[config.mk]
export PLATFORM = sky130hd
export DESIGN_NAME = npc_sched
export DESIGN_NICKNAME = d
export VERILOG_FILES = /design/src/rtl/npc_sched_pkg.sv /design/src/rtl/npc_prio_sel.sv /design/src/rtl/npc_sched.sv
export SDC_FILE = /design/constraint.sdc
export NUM_CORES = 1
export LEC_CHECK = 0
export BUFFER_PORTS_ARGS = -buffer_cell sky130_fd_sc_hd__buf_2
export CELL_PAD_IN_SITES_DETAIL_PLACEMENT = 2
export CELL_PAD_IN_SITES_GLOBAL_PLACEMENT = 2
export CORE_AREA = 2 2 130 107
export CTS_CLUSTER_DIAMETER = 80
export DETAILED_ROUTE_END_ITERATION = 6
export DIE_AREA = 0 0 132 109
export PLACE_DENSITY_LB_ADDON = 0.1
export SKIP_CTS_REPAIR_TIMING = 1
export SYNTH_ARGS = -nofsm -noshare
export SYNTH_HDL_FRONTEND = slang
export SYNTH_SLANG_ARGS = --single-unit
[constraint.sdc]
create_clock -name clk -period 8.5 [get_ports clk]
set_input_delay 0.85 -clock clk [delete_from_list [all_inputs] [get_ports clk]]
set_output_delay 0.85 -clock clk [all_outputs]
set_load 0.02 [all_outputs]
[src/rtl/npc_sched_pkg.sv]
// Shared definitions for the next-PC scheduler:
// boot/exception vectors, FSM states, redirect priorities.
package npc_sched_pkg;

    localparam logic [31:0] PC_RESET = 32'h0000_3000;
    localparam logic [31:0] EXC_VEC  = 32'h0000_4180;

    typedef enum logic [1:0] {
        S_BOOT  = 2'd0,
        S_RUN   = 2'd1,
        S_PEND  = 2'd2,
        S_FLUSH = 2'd3
    } state_e;

    typedef enum logic [1:0] {
        P_NONE = 2'd0,
        P_JMP  = 2'd1,
        P_BR   = 2'd2,
        P_ERET = 2'd3
    } prio_e;

    // Exceptions outrank every encoded redirect priority
    function automatic logic [2:0] rank(input logic exc, input prio_e p);
        return exc ? 3'd4 : {1'b0, p};
    endfunction

endpackage

[src/rtl/npc_prio_sel.sv]
// Priority select between live redirect requests and the pending buffer,
// with target alignment check and exception-vector substitution.
module npc_prio_sel #(
    parameter logic [31:0] EXC_ADDR = npc_sched_pkg::EXC_VEC
) (
    input  logic                 exc_req,
    input  logic                 eret_req,
    input  logic [31:0]          epc_i,
    input  logic                 br_req,
    input  logic [31:0]          br_tgt,
    input  logic                 jmp_req,
    input  logic [31:0]          jmp_tgt,
    input  logic                 buf_exc,
    input  npc_sched_pkg::prio_e buf_prio,
    input  logic [31:0]          buf_tgt,
    output logic                 sel_vld,
    output logic                 sel_exc,
    output npc_sched_pkg::prio_e sel_prio,
    output logic [31:0]          sel_tgt,
    output logic [31:0]          npc_tgt,
    output logic                 take_exc,
    output logic                 misalign
);
    import npc_sched_pkg::*;

    prio_e       w_req_prio;
    logic [31:0] w_req_tgt;
    logic        w_take_req;

    always_comb begin
        w_req_prio = P_NONE;
        w_req_tgt  = '0;
        priority case (1'b1)
            exc_req:  w_req_tgt = EXC_ADDR;
            eret_req: begin w_req_prio = P_ERET; w_req_tgt = epc_i;   end
            br_req:   begin w_req_prio = P_BR;   w_req_tgt = br_tgt;  end
            jmp_req:  begin w_req_prio = P_JMP;  w_req_tgt = jmp_tgt; end
            default:  ;
        endcase
    end

    // Ties keep the buffered entry: only strictly higher requests replace it
    assign w_take_req = rank(exc_req, w_req_prio) > rank(buf_exc, buf_prio);

    assign sel_exc  = w_take_req ? exc_req    : buf_exc;
    assign sel_prio = w_take_req ? w_req_prio : buf_prio;
    assign sel_tgt  = w_take_req ? w_req_tgt  : buf_tgt;
    assign sel_vld  = sel_exc || (sel_prio != P_NONE);
    assign misalign = sel_vld && (sel_tgt[1:0] != 2'b00);
    assign npc_tgt  = misalign ? EXC_ADDR : sel_tgt;
    assign take_exc = sel_vld && (sel_exc || misalign);

endmodule

[src/rtl/npc_sched.sv]
// Next-PC scheduler: boot vector, sequential PC, prioritized redirects
// with a one-entry buffer for redirects that arrive during a stall.
module npc_sched #(
    parameter logic [31:0] PC_RESET = npc_sched_pkg::PC_RESET,
    parameter logic [31:0] EXC_VEC  = npc_sched_pkg::EXC_VEC
) (
    input  logic        clk,
    input  logic        reset,
    input  logic        stall_i,
    input  logic [31:0] pc_i,
    input  logic        br_req,
    input  logic [31:0] br_tgt,
    input  logic        jmp_req,
    input  logic [31:0] jmp_tgt,
    input  logic        exc_req,
    input  logic        eret_req,
    input  logic [31:0] epc_i,
    output logic [31:0] npc_o,
    output logic        pc_we_o,
    output logic        flush_o,
    output logic        pend_o,
    output logic        misalign_o
);
    import npc_sched_pkg::*;

    state_e      r_state;
    state_e      w_nxt;
    logic        r_b_exc;
    prio_e       r_b_prio;
    logic [31:0] r_b_tgt;

    logic        w_sel_vld;
    logic        w_sel_exc;
    prio_e       w_sel_prio;
    logic [31:0] w_sel_tgt;
    logic [31:0] w_npc_tgt;
    logic        w_take_exc;
    logic        w_mis;
    logic        w_vld;
    logic        w_buf_ld;
    logic        w_buf_clr;
    logic [31:0] w_pc_inc;

    npc_prio_sel #(
        .EXC_ADDR (EXC_VEC)
    ) u_sel (
        .exc_req  (exc_req),
        .eret_req (eret_req),
        .epc_i    (epc_i),
        .br_req   (br_req),
        .br_tgt   (br_tgt),
        .jmp_req  (jmp_req),
        .jmp_tgt  (jmp_tgt),
        .buf_exc  (r_b_exc),
        .buf_prio (r_b_prio),
        .buf_tgt  (r_b_tgt),
        .sel_vld  (w_sel_vld),
        .sel_exc  (w_sel_exc),
        .sel_prio (w_sel_prio),
        .sel_tgt  (w_sel_tgt),
        .npc_tgt  (w_npc_tgt),
        .take_exc (w_take_exc),
        .misalign (w_mis)
    );

    assign w_pc_inc  = pc_i + 32'd4;
    assign w_vld     = w_sel_vld && (r_state != S_BOOT);
    assign w_buf_ld  = w_vld && stall_i;
    assign w_buf_clr = (r_state == S_PEND) && !stall_i;

    always_ff @(posedge clk or negedge reset) begin
        if (!reset) begin
            r_state <= S_BOOT;
        end else begin
            r_state <= w_nxt;
        end
    end

    always_ff @(posedge clk or negedge reset) begin
        if (!reset) begin
            r_b_exc  <= 1'b0;
            r_b_prio <= P_NONE;
            r_b_tgt  <= '0;
        end else if (w_buf_ld) begin
            r_b_exc  <= w_sel_exc;
            r_b_prio <= w_sel_prio;
            r_b_tgt  <= w_sel_tgt;
        end else if (w_buf_clr) begin
            r_b_exc  <= 1'b0;
            r_b_prio <= P_NONE;
            r_b_tgt  <= '0;
        end
    end

    always_comb begin
        w_nxt = r_state;
        case (r_state)
            S_BOOT: w_nxt = S_RUN;
            S_RUN, S_FLUSH: begin
                if (w_vld && stall_i)
                    w_nxt = S_PEND;
                else if (w_vld && w_take_exc)
                    w_nxt = S_FLUSH;
                else
                    w_nxt = S_RUN;
            end
            S_PEND: begin
                if (!stall_i)
                    w_nxt = w_take_exc ? S_FLUSH : S_RUN;
            end
            default: w_nxt = S_BOOT;
        endcase
    end

    // Reset gates every output so nothing escapes while reset is held
    always_comb begin
        pc_we_o    = 1'b0;
        npc_o      = PC_RESET;
        flush_o    = 1'b0;
        pend_o     = 1'b0;
        misalign_o = 1'b0;
        if (reset) begin
            if (r_state == S_BOOT) begin
                pc_we_o = 1'b1;
            end else begin
                pc_we_o    = !stall_i;
                npc_o      = (w_vld && !stall_i) ? w_npc_tgt : w_pc_inc;
                flush_o    = w_vld && !stall_i && w_take_exc;
                pend_o     = (r_state == S_PEND);
                misalign_o = w_vld && w_mis;
            end
        end
    end

endmodule

==> results.md, run 1 <==
- Status: completed
- Critical path endpoint: npc_o[31]
- Worst hold path class: flip-flop to flip-flop
- Fraction of layout cells with a size suffix above 1: 0.354
- Max Fanout on Critical Path: 36
- Routed WL: 15100 µm
- First-pass GRT wire length: between 20000 and 25000 µm
- Xor/xnor share of the synthesized area: 0.0686
- Max Clk Rate: 176 MHz
- Family with the most delay on the worst path: compound AO/OA/AOI/OAI gates
- Largest net degree at the start of global routing: 64
- Worst path cell trace: buf_2 > nor2b_2 > buf_4 > o21ba_2 > inv_1 > ha_1 > and3_2 > a21oi_4 > mux2_4 > o21ai_4 > nand2_1 > o22ai_1 > buf_2
- First DRT Iteration DRCs: 214
- Synth-to-Final Area Change: 34.6%
- Yosys cell types: 53
- Seq cells post-synth: 37
- Count of input and output buffers: 170
- Drt wl/cell: between 15 and 20 µm
- Critical R2R Launch: r_b_exc
- CTS tree: built
- Initial antenna violation count: 0
- Synth warnings: 0
- Die Y: 109 µm
- Post-synthesis mux area share: 0.00436
- Remaining DRCs: 0
- Reg2Reg Depth: 10
- Final setup violation count: 0
- Leakage: 0.00204 µW
- Post-synthesis sequential area ratio: 0.269
- Number of diodes: 0
- Cell type with the largest total area after synthesis: dfrtp_1
- Adder-cell share of the synthesized area: 0.0145
- Tightest hold margin: 0.477 ns
- Type of the worst setup path: input pin to output pin
- WP depth: 13
- Max_cap viols: 0
- Root Driver: clkbuf_16
- Post-synth EDFFs: 0
- Largest family of logic cells by synthesized area: compound AO/OA/AOI/OAI gates
- Die ar.: 0.0144 mm²
- Unrepaired setup endpoints after global routing: no
- Core footprint: roughly 0.013 mm²
- Least-Margin Pin Slew: 0.914 ns
- Net Count, Synth: 577
- Clk slew on worst S/H paths: 0.06 ns
- Initial Util: 0.262
- Slowest CP cell: o21ai_4
- Yosys top cell area share: 0.269
- Overall track demand over capacity in global routing: 0.207
- Max clock buf depth: 2
- Nets@finish: 728
- Std cell rows: 38
- Worst Path Buf+Inv: 4
- Total gr overflow: 0
- Crit path required time: approximately 7.7 ns
- Commonest non-fill, non-tap cell in the layout: buf_2
- Die Width: around 130 µm
- Pwr dens: 289 mW/mm²
- Most used cell, CP: buf_2
- CTS sink cnt: 37
- Rel. slew slack: 0.385
- Synth Area in Simple Gates: 0.219
- Total power: 1340 µW
- Worst skew pair latency: 0.28 ns
- Via count: 4082
- Async SR Flop Fraction: 1.00
- Critical path capture point type: output pin
- Critical Path Max Stage Delay: between 0.6 and 0.7 ns
- Mapped Avg Cell Area: 7.87 µm²
- Hold Violations, Final: 0
- Synth area leaders: dfrtp_1 27%, o21ai_0 7.1%, a22oi_1 6.8%
- Layout Skew: 0.00412 ns
- Antenna viol nets, final: 0
- Max Slew Vio Count: 0
- Htree depth: 2
- CP Launch Point: br_req
- Fin crit share: 0.667
- Setup TNS Final: 0 ns
- DP Wirelength: 11900 µm
- Fill cells: 1591
- TritonRoute pass-1 iters: 4
- Most used DFF post-synth: dfrtp_1
- Vias in the first global route: 4230
- Num CTS Buffers: 5
- Worst R2R End: r_b_prio[1]
- VDD IR max: ~0.09 mV
- Worst path arrival time: 4.82 ns
- Tmin final: ~5.7 ns
- Syn Inst Count: 438
- GPL Wtd Cong: around 0.81
- Vias/cell: 5.30
- Worst setup SP type: input pin
- Ports: approximately 170
- Complex-gate fraction of the synthesized area: 0.375
- Mapped Area: 0.00345 mm²
- Leading cell types in the layout, fill and taps excluded: 170 x buf_2, 58 x nand2_1, 48 x o21ai_0
- Worst reg-to-reg setup slack: 5.52 ns
## layout make-up
cell class	count	area [µm²]	share of cell area
multi-input cells	361	2380	0.514
flip-flops and latches	37	926	0.200
repair buffers	178	911	0.196
well taps	180	225	0.0485
clock buffers	5	125	0.0270
clock inverters	3	46.3	0.00998
inverters	6	22.5	0.00485
## kinds of logic (layout without fill, tap and decap cells)
kind of cell	after synthesis	count (layout)
buffers and inverters	40	192
xor gates and xnor gates	27	27
and+or+nand+nor	155	155
muxes	1	1
DFF	37	37
adders and majority gates	4	4
AOI/OAI and AO/OA	174	174
## per-stage QoR
stage,util,cell area [µm²],cells,setup slack (ns)
global placement,0.339,4470,762,2.93
detailed placement,0.339,4470,762,2.81
finish,0.352,4640,770,2.83
global route,0.352,4640,770,2.49
floorplan,-,3450,438,4.06
CTS,0.352,4640,770,2.82
## synth_stat cells, types with 6 or more instances
cell type	number
a211oi_1	13
buf_2	6
nor3_1	12
o22ai_1	6
nand3_1	12
nand4_1	10
inv_1	6
and3_1	6
nand2_1	58
a32oi_1	10
nor2_1	26
o22ai_2	8
a21oi_1	7
a22oi_1	31
xnor2_1	7
a221o_1	13
clkbuf_1	23
nand2b_1	12
o21ai_0	49
dfrtp_1	37
xor2_1	20
## where the power goes
part | leakage (µW) | switching [µW] | internal (µW)
clock network | 0.0000800 | 77.2 | 139
registers | 0.000495 | 49.9 | 258
logic | 0.00147 | 557 | 259
total | 0.00204 | 684 | 655
## registers in the layout (all words and copies together), names as in the netlist
register and flops:
r_b_prio 2, r_b_exc 1, r_state 2, r_b_tgt 32
## routing by layer
| metal | GRT usage | routed length, µm |
|---|---|---|
| met1 | 0.300 | 7810 |
| met2 | 0.327 | 6360 |
| met3 | 0.0418 | 871 |
| met4 | 0.0280 | 82 |
| met5 | 0 | 0 |
## worst min path at each step
stage / startpoint / endpoint / slack (ns) / depth (start not counted)
floorplan: r_b_tgt[14] / r_b_tgt[14] / 0.44 / 2
global placement: r_b_tgt[2] / r_b_tgt[2] / 0.46 / 2
detailed placement: r_b_tgt[8] / r_b_tgt[8] / 0.47 / 2
CTS: r_b_tgt[8] / r_b_tgt[8] / 0.48 / 2
global route: r_b_tgt[29] / r_b_tgt[29] / 0.53 / 2
finish: r_b_tgt[8] / r_b_tgt[8] / 0.48 / 2
## tightest hold or removal path, stage by stage (launching register included)
cell and delay [ns]:
dfrtp_1 0.34, nand2_1 0.05, o21ai_0 0.06
(Power assumes the default switching activity.)
==> inputs of run 2 (changes only) <==
--- a/config.mk
+++ b/config.mk
@@ -5,13 +5,14 @@
 export SDC_FILE = /design/constraint.sdc
 export NUM_CORES = 1
 export LEC_CHECK = 0
+export ABC_AREA = 1
 export BUFFER_PORTS_ARGS = -buffer_cell sky130_fd_sc_hd__buf_2
 export CELL_PAD_IN_SITES_DETAIL_PLACEMENT = 2
 export CELL_PAD_IN_SITES_GLOBAL_PLACEMENT = 2
-export CORE_AREA = 2 2 130 107
+export CORE_AREA = 2 2 151 124
 export CTS_CLUSTER_DIAMETER = 80
 export DETAILED_ROUTE_END_ITERATION = 6
-export DIE_AREA = 0 0 132 109
+export DIE_AREA = 0 0 153 126
 export PLACE_DENSITY_LB_ADDON = 0.1
 export SKIP_CTS_REPAIR_TIMING = 1
 export SYNTH_ARGS = -nofsm -noshare
==> constraint.sdc (replaced) <==
create_clock -name clk -period 5.5 [get_ports clk]
set_input_delay 0.55 -clock clk [delete_from_list [all_inputs] [get_ports clk]]
set_output_delay 0.55 -clock clk [all_outputs]
set_load 0.02 [all_outputs]
==> run 2 against run 1 <==
Compared with the run above:
- flip-flop and latch count did not move
- critical path depth rose by 5
- sequential power is 28% higher
- final area up 10%
- die area rose by 34%
- via count increased by 24%
- first-iteration DRC count decreased by 21%
- clock skew fell by 0.0016 ns
==> results.md, run 2 <==
- Antenna viol nets, final: 0 (unchanged)
- Worst path cell trace: buf_2 > o21ai_0 > inv_1 > ha_1 > nand3_1 > nand2_2 > nand2_2 > inv_2 > buf_4 > nand2_1 > nand2_1 > nand2_2 > nand2_4 > nand2_1 > nand2_1 > nand2_1 > nor2_1 > buf_2 (was buf_2 > nor2b_2 > buf_4 > o21ba_2 > inv_1 > ha_1 > and3_2 > a21oi_4 > mux2_4 > o21ai_4 > nand2_1 > o22ai_1 > buf_2)
- FF/Latch Area: 926 µm² (unchanged)
- Largest Register: r_b_tgt (unchanged)
- Remaining DRCs: 0 (unchanged)
- VDD IR max: 0.311 mV (was 0.0900 mV)
- CTS sink cnt: 37 (unchanged)
- Leakage: 0.00263 µW (was 0.00204 µW)
- Pwr dens: 420 mW/mm² (was 289 mW/mm²)
- Crit path required time: 4.95 ns (was 7.65 ns)
- Setup TNS Final: 0 ns (unchanged)
- Internal power: 954 µW (was 655 µW)
- Syn Inst Count: 698 (was 438)
- Initial antenna violation count: 0 (unchanged)
- Htree depth: 2 (unchanged)
- Initial Util: 0.225 (was 0.262)
- Dpl cell area: 0.00498 mm² (was 0.00447 mm²)
- Yosys top cell area share: 0.239 (was 0.269)
- Vias/cell: 4.70 (was 5.30)
- First-pass GRT wire length: 30300 µm (was 23600 µm)
- TritonRoute pass-1 iters: 4 (unchanged)
- Commonest non-fill, non-tap cell in the layout: nand2_1 (was buf_2)
- Tightest hold margin: 0.460 ns (was 0.477 ns)
- Max clock buf depth: 2 (unchanged)
- Net Count, Synth: 837 (was 577)
- Multi-input gate area: 0.00257 mm² (was 0.00238 mm²)
- Fin worst setup slack: 1.38 ns (was 2.83 ns)
- Die Y: 126 µm (was 109 µm)
- Critical Path Max Stage Delay: 0.37 ns (was 0.63 ns)
- Tmin final: 4.12 ns
- Async SR Flop Fraction: 1.00 (unchanged)
- Fraction of layout cells with a size suffix above 1: 0.237 (was 0.354)
- DP Wirelength: 15400 µm (was 11900 µm)
- Least-Margin Pin Slew: 1.22 ns (was 0.914 ns)
- Worst hold path class: input pin to asynchronous set/reset pin (was flip-flop to flip-flop)
- Clock power share: 0.136 (was 0.161)
- Synth warnings: 0 (unchanged)
- Net load switching power: 1200 µW (was 684 µW)
- First DRT Iteration DRCs: 169 (was 214)
- Layout Skew: 0.00254 ns (was 0.00412 ns)
- Max_cap viols: 0 (unchanged)
- Post-place setup slack: 1.41 ns (was 2.81 ns)
- Sw Ratio: 0.557 (was 0.511)
- Final design utilization: 0.288 (was 0.352)
- Number of diodes: 0 (unchanged)
- Die ar.: 0.0193 mm² (was 0.0144 mm²)
- Most used cell, CP: nand2_1 (was buf_2)
- Critical path capture point type: output pin (unchanged)
- Unrepaired setup endpoints after global routing: no (unchanged)
- Max Clk Rate: 243 MHz
- Synth area leaders: nand2_1 24%, dfrtp_1 23%, inv_1 6.9% (was dfrtp_1 27%, o21ai_0 7.1%, a22oi_1 6.8%)
- Final setup violation count: 0 (unchanged)
- Worst setup SP type: input pin (unchanged)
- Synth-to-Final Area Change: 27.9% (was 34.6%)
- Max Fanout on Critical Path: 35 (was 36)
- Most common cell in the synthesized netlist: nand2_1 (unchanged)
- Post-synth top cells: 255 x nand2_1, 74 x inv_1, 67 x nor2_1 (was 58 x nand2_1, 49 x o21ai_0, 37 x dfrtp_1)
- Vias in the first global route: 5591 (was 4230)
- Top Registers: r_b_tgt: 32 flops, r_b_prio: 2 flops, r_state: 2 flops (unchanged)
- Drt wl/cell: 17.6 µm (was 19.6 µm)
- Yosys cell types: 30 (was 53)
- Seq cells post-synth: 37 (unchanged)
- Cell type with the largest total area after synthesis: nand2_1 (was dfrtp_1)
- Via count: 5054 (was 4082)
- Num CTS Buffers: 5 (unchanged)
- Clk slew on worst S/H paths: 0.06 ns (about the same)
- Mapped Avg Cell Area: 5.74 µm² (was 7.87 µm²)
- Leading cell types in the layout, fill and taps excluded: 255 x nand2_1, 170 x buf_2, 74 x inv_1 (was 170 x buf_2, 58 x nand2_1, 48 x o21ai_0)
- Hold Violations, Final: 0 (unchanged)
- GPL Wtd Cong: 0.942 (was 0.806)
- Slowest CP cell: o21ai_0 (was o21ai_4)
- Max reg flops: 32 (unchanged)
- Type of the worst setup path: input pin to output pin (unchanged)
- Ports: 171 (unchanged)
- Total gr overflow: 0 (unchanged)
- Post-route cell area: 0.00512 mm² (was 0.00464 mm²)
- Worst path arrival time: 3.57 ns (was 4.82 ns)
- CTS tree: built (unchanged)
- Worst skew pair latency: 0.28 ns (about the same)
- Overall track demand over capacity in global routing: 0.196 (was 0.207)
- Most used DFF post-synth: dfrtp_1 (unchanged)
- Routed WL: 18900 µm (was 15100 µm)
- Comb pwr share: 0.681 (was 0.609)
- Largest net degree at the start of global routing: 44 (was 64)
- Root Driver: clkbuf_16 (unchanged)
- Die Width: 153 µm (was 132 µm)
- Post-synth EDFFs: 0 (unchanged)
- Rel. slew slack: 0.187 (was 0.385)
- Nets@finish: 984 (was 728)
- Core footprint: 0.0178 mm² (was 0.0132 mm²)
- Max Slew Vio Count: 0 (unchanged)
- Fin crit share: 0.748
- Count of input and output buffers: 170 (unchanged)
- Status: completed (unchanged)
- Std cell rows: 44 (was 38)
- Reg power frac: 0.183 (was 0.230)
- Fill cells: 2293 (was 1591)
- Mapped Area: 0.00401 mm² (was 0.00345 mm²)
- Post-synthesis sequential area ratio: 0.231 (was 0.269)
run 2: changes by cell type in the layout (fill, tap and decap cells not counted), moves of 12 or more:
cell,change
a211oi_1,-12
a21oi_1,+33
o21ai_1,+21
nand2_1,+197
a221o_1,-13
o22ai_1,+32
nor2_1,+40
inv_1,+68
a22oi_1,-31
run 2: stage by stage:
| stage | cells | power, µW |
|---|---|---|
| after floorplan | 698 | 1470 |
| after global placement | 1068 | 1820 |
| after detailed placement | 1068 | 1880 |
| after CTS | 1075 | 2180 |
| after global routing | 1075 | 2370 |
| final | 1075 | 2150 |
run 2: layout make-up:
cell class | instances | area share
clock buffer | 7 | 0.0278
inverter | 78 | 0.0576
multi-input combinational | 546 | 0.501
sequential | 37 | 0.181
tap | 230 | 0.0562
timing repair buffer | 177 | 0.176
run 2: logic make-up after synthesis:
kind of cell / Yosys count / synth area share
AOI/OAI and AO/OA: 143 / 0.194
xor gates and xnor gates: 24 / 0.0525
adders and majority gates: 4 / 0.0125
buffers and inverters: 115 / 0.128
DFF: 37 / 0.231
and+or+nand+nor: 375 / 0.381
run 2: power by group through the flow:
stage	combinational (µW)	clock [µW]	sequential (µW)
2_1_floorplan	1080	0	387
3_3_place_gp	1420	0	392
3_5_place_dp	1480	0	398
4_1_cts	1490	299	393
5_1_grt	1650	309	404
6_report	1470	293	393
run 2: critical path: cells and delay by family:
kind            cells  cell delay [ns]
simple gates       11             1.33
fa+ha+maj           1             0.32
compound gates      1             0.37
buf+inv             5             0.97
run 2: worst paths after layout:
kind | from | endpoint | slack [ns] | cells after the start
min in group clk | r_b_tgt[16] | r_b_tgt[16] | 0.52 | 2
max reg2reg | r_b_exc | r_state[1] | 2.79 | 15
max in group asynchronous | reset | r_b_tgt[4] | 4.67 | 2
min reg2reg | r_b_tgt[16] | r_b_tgt[16] | 0.52 | 2
max | br_req | npc_o[27] | 1.38 | 18
min | reset | r_b_tgt[10] | 0.46 | 2
run 2: routing by layer:
layer	track usage	up-vias	wire, µm
met5	0	-	0
met4	0.0169	0	76
met3	0.0251	8	717
met2	0.357	84	9600
met1	0.259	2444	8500
li1	-	2518	-
